<file path="config.mk">
export PLATFORM = sky130hd
export DESIGN_NAME = ex_stage
export DESIGN_NICKNAME = d
export VERILOG_FILES = /design/src/rtl/ex_pkg.sv /design/src/rtl/ex_mul_iter.sv /design/src/rtl/ex_stage.sv
export SDC_FILE = /design/constraint.sdc
export NUM_CORES = 2
export LEC_CHECK = 0
export BUFFER_PORTS_ARGS = -buffer_cell sky130_fd_sc_hd__buf_4
export CAP_MARGIN = 5
export CORE_MARGIN = 2
export CORE_UTILIZATION = 45
export CTS_BUF_LIST = sky130_fd_sc_hd__clkbuf_2
export CTS_CLUSTER_DIAMETER = 80
export DETAILED_ROUTE_END_ITERATION = 10
export HOLD_SLACK_MARGIN = 0.06
export PLACE_DENSITY = 0.75
export REMOVE_ABC_BUFFERS = 1
export SYNTH_ARGS = -nofsm -noshare
export SYNTH_HDL_FRONTEND = slang
export SYNTH_SLANG_ARGS = --single-unit
export TNS_END_PERCENT = 50
</file>
<file path="constraint.sdc">
create_clock -name clock -period 23.8 [get_ports clock]
set_input_delay 4.76 -clock clock [delete_from_list [all_inputs] [get_ports clock]]
set_output_delay 4.76 -clock clock [all_outputs]
set_load 0.01 [all_outputs]
</file>
<file path="src/rtl/ex_pkg.sv">
// Shared opcode, ALU-op and FSM definitions for the LEGv8 execute stage.
// Pure declarations: no latency, no backpressure.
package ex_pkg;

    localparam logic [10:0] OP_ADD = 11'b10001011000;
    localparam logic [10:0] OP_SUB = 11'b11001011000;
    localparam logic [10:0] OP_AND = 11'b10001010000;
    localparam logic [10:0] OP_ORR = 11'b10101010000;
    localparam logic [10:0] OP_MUL = 11'b10011011000;

    localparam logic [1:0] ALUOP_ADD    = 2'b00;
    localparam logic [1:0] ALUOP_PASS_B = 2'b01;
    localparam logic [1:0] ALUOP_RTYPE  = 2'b10;
    localparam logic [1:0] ALUOP_RSVD   = 2'b11;

    localparam logic [4:0] XZR = 5'd31;

    typedef enum logic [1:0] {
        IDLE,
        BUSY,
        DONE
    } mul_state_t;

    // XZR is never a real producer, so it must never forward.
    function automatic logic fwd_hit(input logic reg_write, input logic [4:0] rd, input logic [4:0] src);
        return reg_write && (rd == src) && (rd != XZR);
    endfunction

endpackage

</file>
<file path="src/rtl/ex_mul_iter.sv">
// Iterative shift-add multiplier; one accepted start yields a result in DONE after DATA_WIDTH+1 edges.
// No backpressure input: busy/done tell the stage to stall; flush aborts BUSY or DONE back to IDLE.
module mul_iter
    import ex_pkg::*;
#(
    parameter int DATA_WIDTH = 64
) (
    input  logic                  clock,
    input  logic                  reset,
    input  logic                  start,
    input  logic                  flush,
    input  logic [DATA_WIDTH-1:0] a,
    input  logic [DATA_WIDTH-1:0] b,
    output logic                  idle,
    output logic                  busy,
    output logic                  done,
    output logic [DATA_WIDTH-1:0] result
);

    localparam int CW = $clog2(DATA_WIDTH);
    localparam logic [CW-1:0] CNT_LAST = CW'(DATA_WIDTH - 1);

    mul_state_t            state;
    mul_state_t            state_nxt;
    logic [DATA_WIDTH-1:0] a_q;
    logic [DATA_WIDTH-1:0] b_q;
    logic [DATA_WIDTH-1:0] acc;
    logic [CW-1:0]         cnt;

    always_ff @(posedge clock or negedge reset) begin
        if (!reset) begin
            state <= IDLE;
        end else begin
            state <= state_nxt;
        end
    end

    always_comb begin
        state_nxt = state;
        case (state)
            IDLE: if (start) state_nxt = BUSY;
            BUSY: begin
                if (flush) begin
                    state_nxt = IDLE;
                end else if (cnt == CNT_LAST) begin
                    state_nxt = DONE;
                end
            end
            DONE:    state_nxt = IDLE;
            default: state_nxt = IDLE;
        endcase
    end

    // Operands are captured at accept so forwarding changes during the stall cannot leak in.
    always_ff @(posedge clock or negedge reset) begin
        if (!reset) begin
            a_q <= '0;
            b_q <= '0;
            acc <= '0;
            cnt <= '0;
        end else if (state == IDLE && start) begin
            a_q <= a;
            b_q <= b;
            acc <= '0;
            cnt <= '0;
        end else if (state == BUSY) begin
            if (b_q[0]) begin
                acc <= acc + a_q;
            end
            a_q <= a_q << 1;
            b_q <= b_q >> 1;
            cnt <= cnt + 1'b1;
        end
    end

    assign idle   = (state == IDLE);
    assign busy   = (state == BUSY);
    assign done   = (state == DONE);
    assign result = acc;

endmodule

</file>
<file path="src/rtl/ex_stage.sv">
// LEGv8 execute stage: forwarding, ALU, zero flag, branch target; combinational for non-MUL ops.
// MUL takes DATA_WIDTH+2 cycles and raises stall_o to freeze the front end until DONE.
module ex_stage
    import ex_pkg::*;
#(
    parameter int DATA_WIDTH = 64
) (
    input  logic                  clock,
    input  logic                  reset,
    input  logic                  flush_i,
    input  logic                  valid_i,
    input  logic [1:0]            aluop_i,
    input  logic                  alusrc_i,
    input  logic [DATA_WIDTH-1:0] pc_i,
    input  logic [DATA_WIDTH-1:0] read_data1_i,
    input  logic [DATA_WIDTH-1:0] read_data2_i,
    input  logic [DATA_WIDTH-1:0] sign_ext_i,
    input  logic [10:0]           alu_ctrl_i,
    input  logic [4:0]            rn_i,
    input  logic [4:0]            rm_i,
    input  logic                  exmem_reg_write_i,
    input  logic                  memwb_reg_write_i,
    input  logic [4:0]            exmem_rd_i,
    input  logic [4:0]            memwb_rd_i,
    input  logic [DATA_WIDTH-1:0] exmem_result_i,
    input  logic [DATA_WIDTH-1:0] memwb_result_i,
    output logic [DATA_WIDTH-1:0] alu_result_o,
    output logic                  zero_o,
    output logic [DATA_WIDTH-1:0] store_data_o,
    output logic [DATA_WIDTH-1:0] branch_target_o,
    output logic                  valid_o,
    output logic                  stall_o
);

    logic [DATA_WIDTH-1:0] op_a;
    logic [DATA_WIDTH-1:0] rm_val;
    logic [DATA_WIDTH-1:0] op_b;
    logic [DATA_WIDTH-1:0] alu_comb;
    logic [DATA_WIDTH-1:0] mul_result;
    logic                  is_mul;
    logic                  mul_start;
    logic                  mul_idle;
    logic                  mul_busy;
    logic                  mul_done;

    // EX/MEM is the younger producer, so it is tested first.
    always_comb begin
        op_a = read_data1_i;
        if (fwd_hit(exmem_reg_write_i, exmem_rd_i, rn_i)) begin
            op_a = exmem_result_i;
        end else if (fwd_hit(memwb_reg_write_i, memwb_rd_i, rn_i)) begin
            op_a = memwb_result_i;
        end
    end

    always_comb begin
        rm_val = read_data2_i;
        if (fwd_hit(exmem_reg_write_i, exmem_rd_i, rm_i)) begin
            rm_val = exmem_result_i;
        end else if (fwd_hit(memwb_reg_write_i, memwb_rd_i, rm_i)) begin
            rm_val = memwb_result_i;
        end
    end

    assign op_b            = alusrc_i ? sign_ext_i : rm_val;
    assign store_data_o    = rm_val;
    assign branch_target_o = pc_i + (sign_ext_i << 2);

    always_comb begin
        alu_comb = '0;
        case (aluop_i)
            ALUOP_ADD, ALUOP_RSVD: alu_comb = op_a + op_b;
            ALUOP_PASS_B:          alu_comb = op_b;
            ALUOP_RTYPE: begin
                case (alu_ctrl_i)
                    OP_ADD:  alu_comb = op_a + op_b;
                    OP_SUB:  alu_comb = op_a - op_b;
                    OP_AND:  alu_comb = op_a & op_b;
                    OP_ORR:  alu_comb = op_a | op_b;
                    default: alu_comb = '0;
                endcase
            end
            default: alu_comb = '0;
        endcase
    end

    // Gating with reset keeps stall_o low while reset is held even if ID/EX presents a MUL.
    assign is_mul    = (aluop_i == ALUOP_RTYPE) && (alu_ctrl_i == OP_MUL);
    assign mul_start = valid_i & is_mul & ~flush_i & reset;

    mul_iter #(
        .DATA_WIDTH(DATA_WIDTH)
    ) u_mul (
        .clock  (clock),
        .reset  (reset),
        .start  (mul_start),
        .flush  (flush_i),
        .a      (op_a),
        .b      (op_b),
        .idle   (mul_idle),
        .busy   (mul_busy),
        .done   (mul_done),
        .result (mul_result)
    );

    assign alu_result_o = mul_done ? mul_result : alu_comb;
    assign zero_o       = (aluop_i == ALUOP_PASS_B) ? (op_b == '0) : (alu_result_o == '0);
    assign stall_o      = (mul_idle & mul_start) | mul_busy;
    assign valid_o      = mul_done ? ~flush_i : (mul_idle & ~mul_start & valid_i & ~flush_i);

endmodule

</file>
# After elaboration in Yosys (flattened, before gate mapping)
# Cells that the tools add are included.
[word_totals]
output_inout_bits = 195
register_bits = 200
[classes]
n_bitwise = 12
muxes = 23
n_addsub = 5
n_eq_ne = 19
n_reduce_logical = 19
[op_table]
columns = ["op", "n"]
rows = [
  ["64-bit two-way mux", 13],
  ["64-bit case mux with 4 select lines", 1],
  ["64-bit adder", 3],
  ["64-bit case mux with 3 select lines", 1],
  ["64-bit zero test", 2],
  ["64-bit AND", 1],
  ["64-bit bitwise OR", 1],
  ["64-bit subtractor", 1],
  ["11-bit == test, second input constant", 5],
  ["5-bit == test", 4],
  ["6-bit two-way mux", 2],
  ["1-bit logical AND", 10],
  ["5-bit != test, second input constant", 2],
  ["1-bit AND", 7],
  ["6-bit by 1-bit adder with 6-bit output, second input constant", 1],
  ["2-bit == test, second input constant", 3],
  ["6-bit == test, second input constant", 1],
  ["2-bit two-way mux", 3],
  ["2-bit by 1-bit == test with 1-bit output, second input constant", 2],
  ["2-bit zero test", 2],
  ["2-bit case mux with 2 select lines", 1],
  ["2-bit AND reduction", 2],
  ["2-bit nonzero test", 2],
  ["3-bit by 2-bit != test with 1-bit output, second input constant", 1],
  ["other kinds (5)", 7],
]

# Longest topological paths before layout
[logic_depth]
ltp_word = 12
depth_mapped = 33

# Cells and area by module
# From an unflattened synthesis, not the netlist that was laid out.
[hier_totals]
hier_cells = 4812
hier_area_um2 = 33269.4
[by_module_without_submodules]
columns = ["mod", "instances", "area_each_um2", "cells_per_inst"]
rows = [
  ["ex_stage", 1, 21659.5, 3467],
  ["mul_iter", 1, 11609.9, 1345],
]

# Least setup slack after synthesis
# Ideal clock, no wire load.
[synth_timing]
path_kind = "input to output"
start = "input port exmem_rd_i[3]"
end = "output port zero_o"
stages = 32
path_buffers = 9
t_arrival_ns = 12.497
slack_ns = 6.543
path_cell_list = "and4_4 > a211o_2 > clkbuf_1 > or2_2 > clkbuf_1 > clkbuf_1 > buf_2 > buf_1 > buf_1 > clkbuf_1 > buf_1 > clkbuf_1 > a21oi_1 > mux2i_1 > ha_1 > or3_1 > nand2b_1 > a31oi_1 > nor2_1 > a2111oi_0 > o211ai_1 > a211oi_1 > o211ai_1 > a2111o_1 > and3_1 > o31ai_1 > nor3_1 > o31ai_1 > a21oi_1 > nor4_1 > nand2_1 > nand2_1"
[synth_via]
elab_chain_len = 11
word_cells_on_any_way = 20
classes_between = "add/sub: 2; eq/ne: 3; mux: 7; bitwise: 2; reduce/logical: 6"
[synth_lines]
columns = ["item", "line_no", "rtl"]
rows = [
  ["start: declaration", "ex_stage.sv:23", "input logic [4:0] exmem_rd_i,"],
  ["5-bit == test", "ex_pkg.sv:26", "return reg_write && (rd == src) && (rd != XZR);"],
  ["1-bit logical AND", "ex_pkg.sv:26", ""],
  ["1-bit logical AND *", "ex_pkg.sv:26", ""],
  ["64-bit two-way mux *", "ex_stage.sv:58", "if (fwd_hit(exmem_reg_write_i, exmem_rd_i, rm_i)) begin"],
  ["named net store_data_o[21]", "ex_stage.sv:29", "output logic [DATA_WIDTH-1:0] store_data_o,"],
  ["64-bit two-way mux *", "ex_stage.sv:65", "assign op_b = alusrc_i ? sign_ext_i : rm_val;"],
  ["64-bit subtractor / 64-bit adder (equally long branches)", "ex_stage.sv:77, ex_stage.sv:72, ex_stage.sv:76", ""],
  ["64-bit case mux with 4 select lines", "ex_stage.sv:75", "case (alu_ctrl_i)"],
  ["64-bit case mux with 3 select lines *", "ex_stage.sv:71", "case (aluop_i)"],
  ["64-bit two-way mux *", "ex_stage.sv:106", "assign alu_result_o = mul_done ? mul_result : alu_comb;"],
  ["named net alu_result_o[63]", "ex_stage.sv:27", "output logic [DATA_WIDTH-1:0] alu_result_o,"],
  ["64-bit zero test *", "ex_stage.sv:107", "assign zero_o = (aluop_i == ALUOP_PASS_B) ? (op_b == '0) : (alu_result_o == '0);"],
  ["1-bit two-way mux *", "ex_stage.sv:107", ""],
  ["end: declaration", "ex_stage.sv:28", "output logic zero_o,"],
]
# Mark *: on every way through the listed nets, which the timed path passes. The rest lies on a longest branch.

# Worst setup path in the final report
[layout_timing]
start = "input port exmem_rd_i[4]"
end = "output port zero_o"
[layout_via]
elab_chain_len = 11
word_cells_on_any_way = 20
classes_between = "add/sub: 2; eq/ne: 3; mux: 7; bitwise: 2; reduce/logical: 6"
[layout_lines]
columns = ["item", "line_no", "rtl"]
rows = [
  ["5-bit == test", "ex_pkg.sv:26", ""],
  ["1-bit logical AND (2 in a row)", "ex_pkg.sv:26", ""],
  ["64-bit two-way mux", "ex_stage.sv:58", ""],
  ["64-bit two-way mux", "ex_stage.sv:65", ""],
  ["64-bit subtractor (tied with other cells)", "ex_stage.sv:77", "OP_SUB: alu_comb = op_a - op_b;"],
  ["64-bit case mux with 4 select lines", "ex_stage.sv:75", ""],
  ["64-bit case mux with 3 select lines", "ex_stage.sv:71", ""],
  ["64-bit two-way mux", "ex_stage.sv:106", ""],
  ["64-bit zero test", "ex_stage.sv:107", ""],
  ["1-bit two-way mux *", "ex_stage.sv:107", ""],
]
# Mark *: on every way between the ends. The rest lies on a longest branch, timed or not.

==> out/qor.yml <==
grt_antenna_before_repair: 6
drt_wl_total_um: 157000
total_power_mw: 1.54
cp-start-kind: "input port"
io_pins: 619
coreArea_sq_um: 70100
r2r_start: "u_mul.result[8]$_DFFE_PN0P_"
cp_data_required_time_ns: 19.04
worstPathArrival_ns: 14.02
crit_top_cell: "buf_4"
drive_above_1_share_pct: 16.8
crit_end: "zero_o"
syn_area_per_cell_sq_um: 7.06
clk_latency_ns: 1.15
hp-class: "reg2reg"
fin_crit_sh_pct: 78.9
fp.dieH_um: 270
synth_compound_area_share_pct: 32.1
synth_edf_count: 0
setup_tns_ns: 0
clock_sinks: 200
ir_drop_mv: 0.0333
start_util_pct: 45.5
clockBufferDepth: 2
yosysSeqAreaShare_pct: 15.7
rsz0062_at_grt: "false"
path_delay_family: "compound AO/OA/AOI/OAI gates"
maxCapViolations: 0
via_count: 38451
syn_inst: 4518
crit_slowest_cell: "a2111oi_0"
timing.fmax_mhz: 53.2
synthMuxAreaShare_pct: 4.51
htreeDepth: 4
skew_ns: 0.0741
viasPerCell: 6.47
nets: 5736
critPathKind: "in2out"
fin_util_pct: 53.5
die_area_sq_um: 73000
post-cts-setup-buffers: 0
final_cell_mix: "buf_4 (686), nand2_1 (585), nor2_1 (405), a21oi_1 (376), o21ai_0 (338)"
r2r_cells: 18
finalCriticalPeriod_ns: 18.78
outcome: "completed"
drtAntennaViolNets: 0
cts.repair.resized: 0
yosysUniqueCellTypes: 105
place.gp.congestion: 1.05
dpl.hpwl_um: 123000
drc: 0
root_buffer: "clkbuf_2"
area_growth_pct: 17.8
grt_pass1_wl_um: 229000
reg2reg_slack_ns: 18.03
synthSimpleGateAreaFrac_pct: 22.2
clk_pin_slew_ns: 0.36
tritoncts: "yes"
ys_async_sr_fraction_pct: 100
max_stage_delay_ns: 1.10
setup_viol: 0
synth.area.top_cells: "dfrtp_1 (16%), ha_1 (13%), nand2_1 (6.9%)"
finalHoldViolCount: 0
cp_max_fo: 42
ys_seq_elements: 200
drv_slew: 0
fp.dieW_um: 270
drt_iter0_markers: 4052
grtUsageTotal_pct: 41.0
grt_overflow: 0
first_pass_iters: 8
synth_top_area_share_pct: 15.7
worst_setup_path_end_kind: "output pin"
numCtsBuffers: 17
numPortBuffers: 614
grt_max_degree: 132
final_common_cell: "buf_4"
yosys_warnings: 0
startpoint: "exmem_rd_i[4]"
r2r-end: "u_mul.result[61]$_DFFE_PN0P_"
synth_ff_type: "dfrtp_1"
post_drt_wl_per_cell_um: 26.4
power_leakage_nw: 17.5
core.rowCount: 97
critical_path_buf_inv_count: 4
dp_slack_ns: 5.44
yosys.area.top_type: "dfrtp_1"
synth-xor-area-share_pct: 6.13
slew_headroom_pct: 9.46
synth_area_sq_um: 31900
cellPowerDensity_nw_per_um2: 40.9
synth_fa_ha_area_share_pct: 13.0
grt_pass1_vias: 36091
setup_ws_ns: 5.02
max_slew.worst_pin.slew_ns: 1.32
synth_top_family_by_area: "compound AO/OA/AOI/OAI gates"
cts_hold_buf: 0
worstSetupPathDepth: 28
## cell type report
class,count,area (sq um)
diodes,6,15.0
inverters,258,971
flip-flops and latches,200,5000
well taps,940,1180
multi-input cells,3818,25000
repair buffers,688,5180
clock inverters,12,130
fillers,7136,32600
clock buffers,20,100
## cell usage after synthesis (41+ instances only)
| master | count |
|---|---|
| a22oi_1 | 51 |
| nor3_1 | 85 |
| ha_1 | 326 |
| o211ai_1 | 42 |
| xor2_1 | 69 |
| a31oi_1 | 151 |
| xnor2_1 | 154 |
| nor2b_1 | 47 |
| dfrtp_1 | 200 |
| o21ai_0 | 338 |
| mux2i_1 | 120 |
| and3_1 | 58 |
| o31ai_1 | 48 |
| nand2b_1 | 42 |
| nand3_1 | 108 |
| nand2_1 | 586 |
| nor2_1 | 416 |
| clkbuf_1 | 198 |
| a21o_1 | 128 |
| o21a_1 | 41 |
| inv_1 | 257 |
| nand4_1 | 43 |
| o21bai_1 | 57 |
| a21oi_1 | 376 |
## worst min path at each step
| stage | start | to | cells past startpoint |
|---|---|---|---|
| 5_1_grt | u_mul.result[63]$_DFFE_PN0P_ | u_mul.result[63]$_DFFE_PN0P_ | 1 |
| 6_report | u_mul.result[63]$_DFFE_PN0P_ | u_mul.result[63]$_DFFE_PN0P_ | 1 |
| 2_1_floorplan | u_mul.result[63]$_DFFE_PN0P_ | u_mul.result[63]$_DFFE_PN0P_ | 1 |
| 3_3_place_gp | u_mul.result[63]$_DFFE_PN0P_ | u_mul.result[63]$_DFFE_PN0P_ | 1 |
| 4_1_cts | u_mul.result[63]$_DFFE_PN0P_ | u_mul.result[63]$_DFFE_PN0P_ | 1 |
| 3_5_place_dp | u_mul.result[63]$_DFFE_PN0P_ | u_mul.result[63]$_DFFE_PN0P_ | 1 |
## per-stage QoR
stage | std cells | hold slack, ns | area, sq um
floorplan | 4276 | 0.450 | 30800
global placement | 5904 | 0.475 | 37300
detailed placement | 5904 | 0.492 | 37300
CTS | 5936 | 0.519 | 37500
global route | 5941 | 0.542 | 37600
finish | 5942 | 0.524 | 37600
## sequential cells by signal, summed over array words and instances, names as in the netlist
signal and cells:
u_mul.a_q 64, u_mul.b_q 64, u_mul.result 64, u_mul.cnt 6
u_mul.state 2
## cell families after synthesis
kind of cell	count (synthesis)
compound gates	1576
simple gates	1549
buf+inv	500
fa+ha+maj	329
xor+xnor	223
flops	200
mux	141
## power breakdown
| part | internal, mW | switching [mW] |
|---|---|---|
| Combinational | 0.387 | 0.599 |
| Sequential | 0.351 | 0.0109 |
| Clock | 0.0352 | 0.154 |
## metal layers
layer	GRT usage, %	vias up	wire length, um
met5	0	-	15
met4	25.6	2	11200
met3	8.89	478	16000
met2	64.5	2357	68800
met1	51.1	18228	60600
li1	-	17386	-
No activity file was read; power rests on OpenSTA's default activity.
